<file path="src/rtl/bit_deser_pkg.sv">
// rtl/bit_deser_pkg.sv - shared defaults and counter sizing for the bit deserializer
package bit_deser_pkg;

    localparam int WIDTH_DEFAULT     = 8;
    localparam bit MSB_FIRST_DEFAULT = 1'b1;

    // Counter must still be at least one bit wide for the smallest legal word.
    function automatic int cnt_width(input int w);
        return (w > 2) ? $clog2(w) : 1;
    endfunction

    localparam int BIT_CNT_W = cnt_width(WIDTH_DEFAULT);

endpackage

</file>
<file path="src/rtl/bit_deser_shift.sv">
// rtl/bit_deser_shift.sv - assembly shift register and bit counter
module bit_deser_shift
    import bit_deser_pkg::*;
#(
    parameter int WIDTH     = WIDTH_DEFAULT,
    parameter bit MSB_FIRST = MSB_FIRST_DEFAULT
) (
    input  logic             clk,
    input  logic             rst,
    input  logic             in_bit,
    input  logic             in_en,
    output logic [WIDTH-1:0] word,
    output logic             word_done
);

    localparam int                CNT_W    = cnt_width(WIDTH);
    localparam logic [CNT_W-1:0]  CNT_LAST = CNT_W'(WIDTH - 1);

    logic [WIDTH-1:0] shift_q;
    logic [WIDTH-1:0] shift_next;
    logic [CNT_W-1:0] bit_cnt;

    always_comb begin
        shift_next = shift_q;
        if (MSB_FIRST) begin
            shift_next = {shift_q[WIDTH-2:0], in_bit};
        end else begin
            shift_next = {in_bit, shift_q[WIDTH-1:1]};
        end
    end

    // The word is handed out combinationally so the top can capture it on the
    // same edge that samples the last bit.
    assign word      = shift_next;
    assign word_done = in_en && (bit_cnt == CNT_LAST);

    always_ff @(posedge clk) begin
        if (rst) begin
            shift_q <= '0;
            bit_cnt <= '0;
        end else if (in_en) begin
            shift_q <= shift_next;
            bit_cnt <= (bit_cnt == CNT_LAST) ? '0 : bit_cnt + 1'b1;
        end
    end

endmodule

</file>
<file path="src/rtl/bit_deser.sv">
// rtl/bit_deser.sv - serial-to-parallel deserializer with output handshake and sticky overrun
module bit_deser
    import bit_deser_pkg::*;
#(
    parameter int WIDTH     = WIDTH_DEFAULT,
    parameter bit MSB_FIRST = MSB_FIRST_DEFAULT
) (
    input  logic             clk,
    input  logic             rst,
    input  logic             in_bit,
    input  logic             in_en,
    output logic [WIDTH-1:0] out_data,
    output logic             out_valid,
    input  logic             out_ready,
    output logic             overrun,
    input  logic             clr_ovr
);

    logic [WIDTH-1:0] word;
    logic             word_done;
    logic             xfer;
    logic             drop;

    bit_deser_shift #(
        .WIDTH     (WIDTH),
        .MSB_FIRST (MSB_FIRST)
    ) u_shift (
        .clk       (clk),
        .rst       (rst),
        .in_bit    (in_bit),
        .in_en     (in_en),
        .word      (word),
        .word_done (word_done)
    );

    assign xfer = out_valid && out_ready;
    assign drop = word_done && out_valid && !out_ready;

    always_ff @(posedge clk) begin
        if (rst) begin
            out_data  <= '0;
            out_valid <= 1'b0;
            overrun   <= 1'b0;
        end else begin
            if (word_done && !drop) begin
                out_data  <= word;
                out_valid <= 1'b1;
            end else if (xfer) begin
                out_valid <= 1'b0;
            end
            // A drop on the same edge as clr_ovr leaves the flag set.
            if (drop) begin
                overrun <= 1'b1;
            end else if (clr_ovr) begin
                overrun <= 1'b0;
            end
        end
    end

endmodule

</file>
<file path="config.mk">
export PLATFORM = sky130hd
export DESIGN_NAME = bit_deser
export DESIGN_NICKNAME = d
export VERILOG_FILES = /design/src/rtl/bit_deser_pkg.sv /design/src/rtl/bit_deser_shift.sv /design/src/rtl/bit_deser.sv
export SDC_FILE = /design/constraint.sdc
export NUM_CORES = 1
export LEC_CHECK = 0
export CAP_MARGIN = 20
export CORE_MARGIN = 2
export CORE_UTILIZATION = 25
export CTS_BUF_LIST = sky130_fd_sc_hd__clkbuf_8
export CTS_CLUSTER_DIAMETER = 200
export DETAILED_ROUTE_END_ITERATION = 10
export GPL_TIMING_DRIVEN = 0
export PLACE_DENSITY = 0.49
export SLEW_MARGIN = 40
export SYNTH_ARGS = -nofsm -noshare
export SYNTH_HDL_FRONTEND = slang
export SYNTH_HIERARCHICAL = 1
export SYNTH_SLANG_ARGS = --single-unit
</file>
<file path="constraint.sdc">
create_clock -name clk -period 3.8 [get_ports clk]
set_input_delay 0.57 -clock clk [delete_from_list [all_inputs] [get_ports clk]]
set_output_delay 0.57 -clock clk [all_outputs]
set_load 0.02 [all_outputs]
</file>
## After elaboration in Yosys (flattened, before gate mapping)

Cells that the tools add are included.
W data, S select, Z words.

| cells by class | value |
|---|---|
| add/sub/neg operators | 1 |
| equal/unequal tests | 1 |
| multiplexer cells | 5 |
| reductions and logical operators | 9 |

Operators with widths:

| kind | number |
|---|---|
| $logic_and A1 B1 Y1 | 5 |
| $mux W1 | 4 |
| $reduce_bool A2 Y1 | 2 |
| $add A3 B1 Y3 const B | 1 |
| $eq A3 B3 Y1 const B | 1 |
| $mux W3 | 1 |
| $logic_not A1 Y1 | 2 |

| word-level totals | value |
|---|---|
| register bits | 20 |
| bits of input ports | 6 |
| output and inout bits | 10 |
| word-level logic and storage cells | 21 |

## Depth between registers and ports, before layout

| logic depth | value |
|---|---|
| word-level depth | 7 |
| mapped depth | 6 |
| gate-level depth less buffers | 5 |

## Modules after synthesis

The synthesis kept the hierarchy.

By module, submodules not included:

| module | times used | cells an instance | area an instance (um^2) | seq. area each (um^2) |
|---|---|---|---|---|
| bit_deser | 1 | 43 | 441.7 | 200.2 |
| bit_deser_shift | 1 | 37 | 394.1 | 200.2 |

## Worst setup path before layout

OpenSTA, ideal clock, no wires.

| path | value |
|---|---|
| path type | input to register |
| start | input in_en |
| end | register out_data[0] |
| setup time | 72 ps |
| data arrival time | 1347 ps |
| data required time | 3728 ps |
| slack | 2381 ps |
| stages on the path | 5 |
| buffers on the path | 2 |
| cells stage by stage | buf_4 -> and2_1 -> nor2b_2 -> buf_6 -> mux2i_1 |

| on the way | value |
|---|---|
| longest elaborated chain between the ends | 5 |

Ends and longest elaborated chain:

| element | line | RTL |
|---|---|---|
| from (decl) | bit_deser.sv:11 | `input logic in_en,` |
| $logic_and A1 B1 Y1 (*) | bit_deser_shift.sv:35 | `assign word_done = in_en && (bit_cnt == CNT_LAST);` |
| via word_done | bit_deser.sv:20 | `logic word_done;` |
| $logic_and A1 B1 Y1 (2 in a row) | bit_deser.sv:37 | `assign drop = word_done && out_valid && !out_ready;` |
| $logic_not A1 Y1 | bit_deser.sv:45 | `if (word_done && !drop) begin` |
| $logic_and A1 B1 Y1 (*) | bit_deser.sv:45 |  |
| to (signal assigned) | bit_deser.sv:46 | `out_data <= word;` |
| to (decl) | bit_deser.sv:12 | `output logic [WIDTH-1:0] out_data,` |

Mark *: on every way through the listed nets, which the timed path passes. The rest lies on a longest branch.
A chain may end at the register's enable or synchronous reset.

## Worst setup path after layout

| path | value |
|---|---|
| start | input in_en |
| end | register out_data[1] |

Same word-level chain as after synthesis.

==> reports/qor.yml <==
run_status:
  outcome: "finished clean"
setup_path:
  start_kind: "input pin"
  worst_path_largest_cell_delay_ns: 0.48
  crit_chain: "clkdlybuf4s50_1 -> buf_4 -> and2_1 -> nor2b_2 -> buf_6 -> mux2i_1"
  arrival_ns: 1.95
  end_kind: "register"
  critPathKind: "input pin to register"
  slowest_stage: "clkdlybuf4s50_1"
  crit_fanout: 10
  required_ns: 3.98
routing:
  dr.pass1.iters: 4
  detail_route.wirelength_mm: 1.29
  drc: 0
  initialDrtViolationCount: 30
  viasPerCell: 3.85
  wl_per_cell_um: 9.11
  vias: 547
  antenna_left: 0
sta:
  skew_ns: 0.000634
  holdWs_ns: 0.473
  fmax_mhz: 566
  fin_ws_ns: 2.03
  slew_violations: 0
  relSlewSlack: 0.729
  finalCriticalPeriod_ns: 1.77
  rsz0062_at_grt: "no"
  post-route-period-util: 0.465
  worst_pin_slew_ns: 0.406
  tns_ns: 0
  hold_viol: 0
  finalSetupViolations: 0
final_layout:
  num-nets-final: 108
  final_cells: 142
  area_growth_pct: 29.5
  drive_gt1_frac: 0.0918
  final_common_cell: "dfxtp_1"
  mostFrequentLayoutCells: "dfxtp_1, nand2b_1, mux2i_1"
  diodes: 0
  final_area_sq_mm: 0.00108
  final_util: 0.346
floorplanning:
  fp.dieW_um: 61.8
  io_pins: 16
  dieArea_sq_mm: 0.00382
  core_sq_mm: 0.00313
  die_y_um: 61.8
  core.rowCount: 20
  start_util: 0.267
place:
  routabilityCongestion: 0.641
  dp_cells: 139
  post-place-ws_ns: 1.75
  dpl_cell_area_sq_mm: 0.00104
  dp_hpwl_um: 984
  io_buffers: 15
clocking:
  htreeDepth: 1
  clk_latency_ns: 0.25
  numClockSinks: 20
  cts.reportedPaths.clkPinSlew_ns: 0.07
  cts_setup_buffers: 0
  cts.path.max_buffers: 2
  cts_buffers: 3
  cts_root_buf: "clkbuf_8"
  ctsResizeCount: 0
  cts_tree: "built"
  hold_buffers: 0
logic_synthesis:
  yosysSeqAreaShare: 0.479
  ys_ff_latch: 20
  synth_area_sq_um: 836
  avgSynthCellArea_sq_um: 10.4
  synth.net_count: 88
  synth_cells: 80
  ys_warn_count: 6
  ys_types: 15
pwr:
  powerDensity_mw_per_mm2: 341
  ir_drop_mv: 0.0952
  p_leak_nw: 0.404
  finalPower_uw: 369
global_route:
  grt_max_degree: 11
  grt_pass1_wl_mm: 2.33
  grt.overflow.total: 0
  track_usage: 0.0858
  grt_pass1_vias: 560
  grt_antenna_before_repair: 0
min_path:
  hold_path_class: "register to register"
flow_run:
  max_cap_viol_count: 0
==> cell usage after synthesis <==
cell / number / area (sq um)
dfxtp_1: 20 / 400
mux2i_1: 17 / 170
nand2b_1: 17 / 106
nor2_1: 12 / 45.0
a21oi_1: 2 / 10.0
buf_4: 2 / 15.0
ha_1: 2 / 25.0
and2_1: 1 / 6.26
buf_2: 1 / 5.00
buf_6: 1 / 11.3
clkbuf_1: 1 / 3.75
nor2b_1: 1 / 6.26
nor2b_2: 1 / 8.76
nor2b_4: 1 / 13.8
or3b_1: 1 / 8.76
==> worst paths after layout <==
path / from / end / slack, ns / cells past startpoint
setup / recovery: in_en / out_data[1]$_SDFFE_PP0P_ / 2.03 / 6
hold / removal: out_data[4]$_SDFFE_PP0P_ / out_data[4]$_SDFFE_PP0P_ / 0.47 / 2
setup reg to reg: u_shift/bit_cnt[0]$_SDFFE_PP0P_ / out_data[1]$_SDFFE_PP0P_ / 2.40 / 6
hold reg to reg: out_data[4]$_SDFFE_PP0P_ / out_data[4]$_SDFFE_PP0P_ / 0.47 / 2
==> cell type report <==
cell class / count / area [sq um]
fill: 331 / 2050
sequential: 20 / 400
multi-input combinational: 55 / 400
timing repair buffer: 15 / 150
tap: 44 / 55.1
clock buffer: 3 / 41.3
buffer: 5 / 35.0
==> cell families after synthesis <==
group                    after synthesis  synth area share
flip-flops                            20             0.479
adder cells (fa/ha/maj)                2            0.0299
AND/OR/NAND/NOR                       34             0.234
buffers and inverters                  5            0.0419
multiplexers                          17             0.204
AO/OA/AOI/OAI                          2            0.0120
==> where the power goes <==
part	switching, mW	leakage (nW)	total (mW)	internal [mW]
Combinational	0.00977	0.220	0.0237	0.0139
Clock	0.0602	0.0216	0.130	0.0703
Sequential	0.00193	0.162	0.215	0.213
==> registers in the layout, summed over array words and instances, names as in the netlist <==
| name | count |
|---|---|
| out_valid | 1 |
| out_data | 8 |
| overrun | 1 |
| u_shift/shift_q | 7 |
| u_shift/bit_cnt | 3 |
==> metal layers <==
layer,vias to the layer above,global-route usage,share of wire
met2,12,0.135,0.47
met5,-,0,0
met3,0,0.0269,0.052
met4,0,0.0638,0
met1,240,0.0969,0.48
li1,295,-,-
==> worst max-delay path, delay by kind of cell <==
family,cells,cell delay (ns)
mux,1,0.19
buf+inv,3,0.85
simple gates,2,0.34
(Power assumes the default switching activity.)
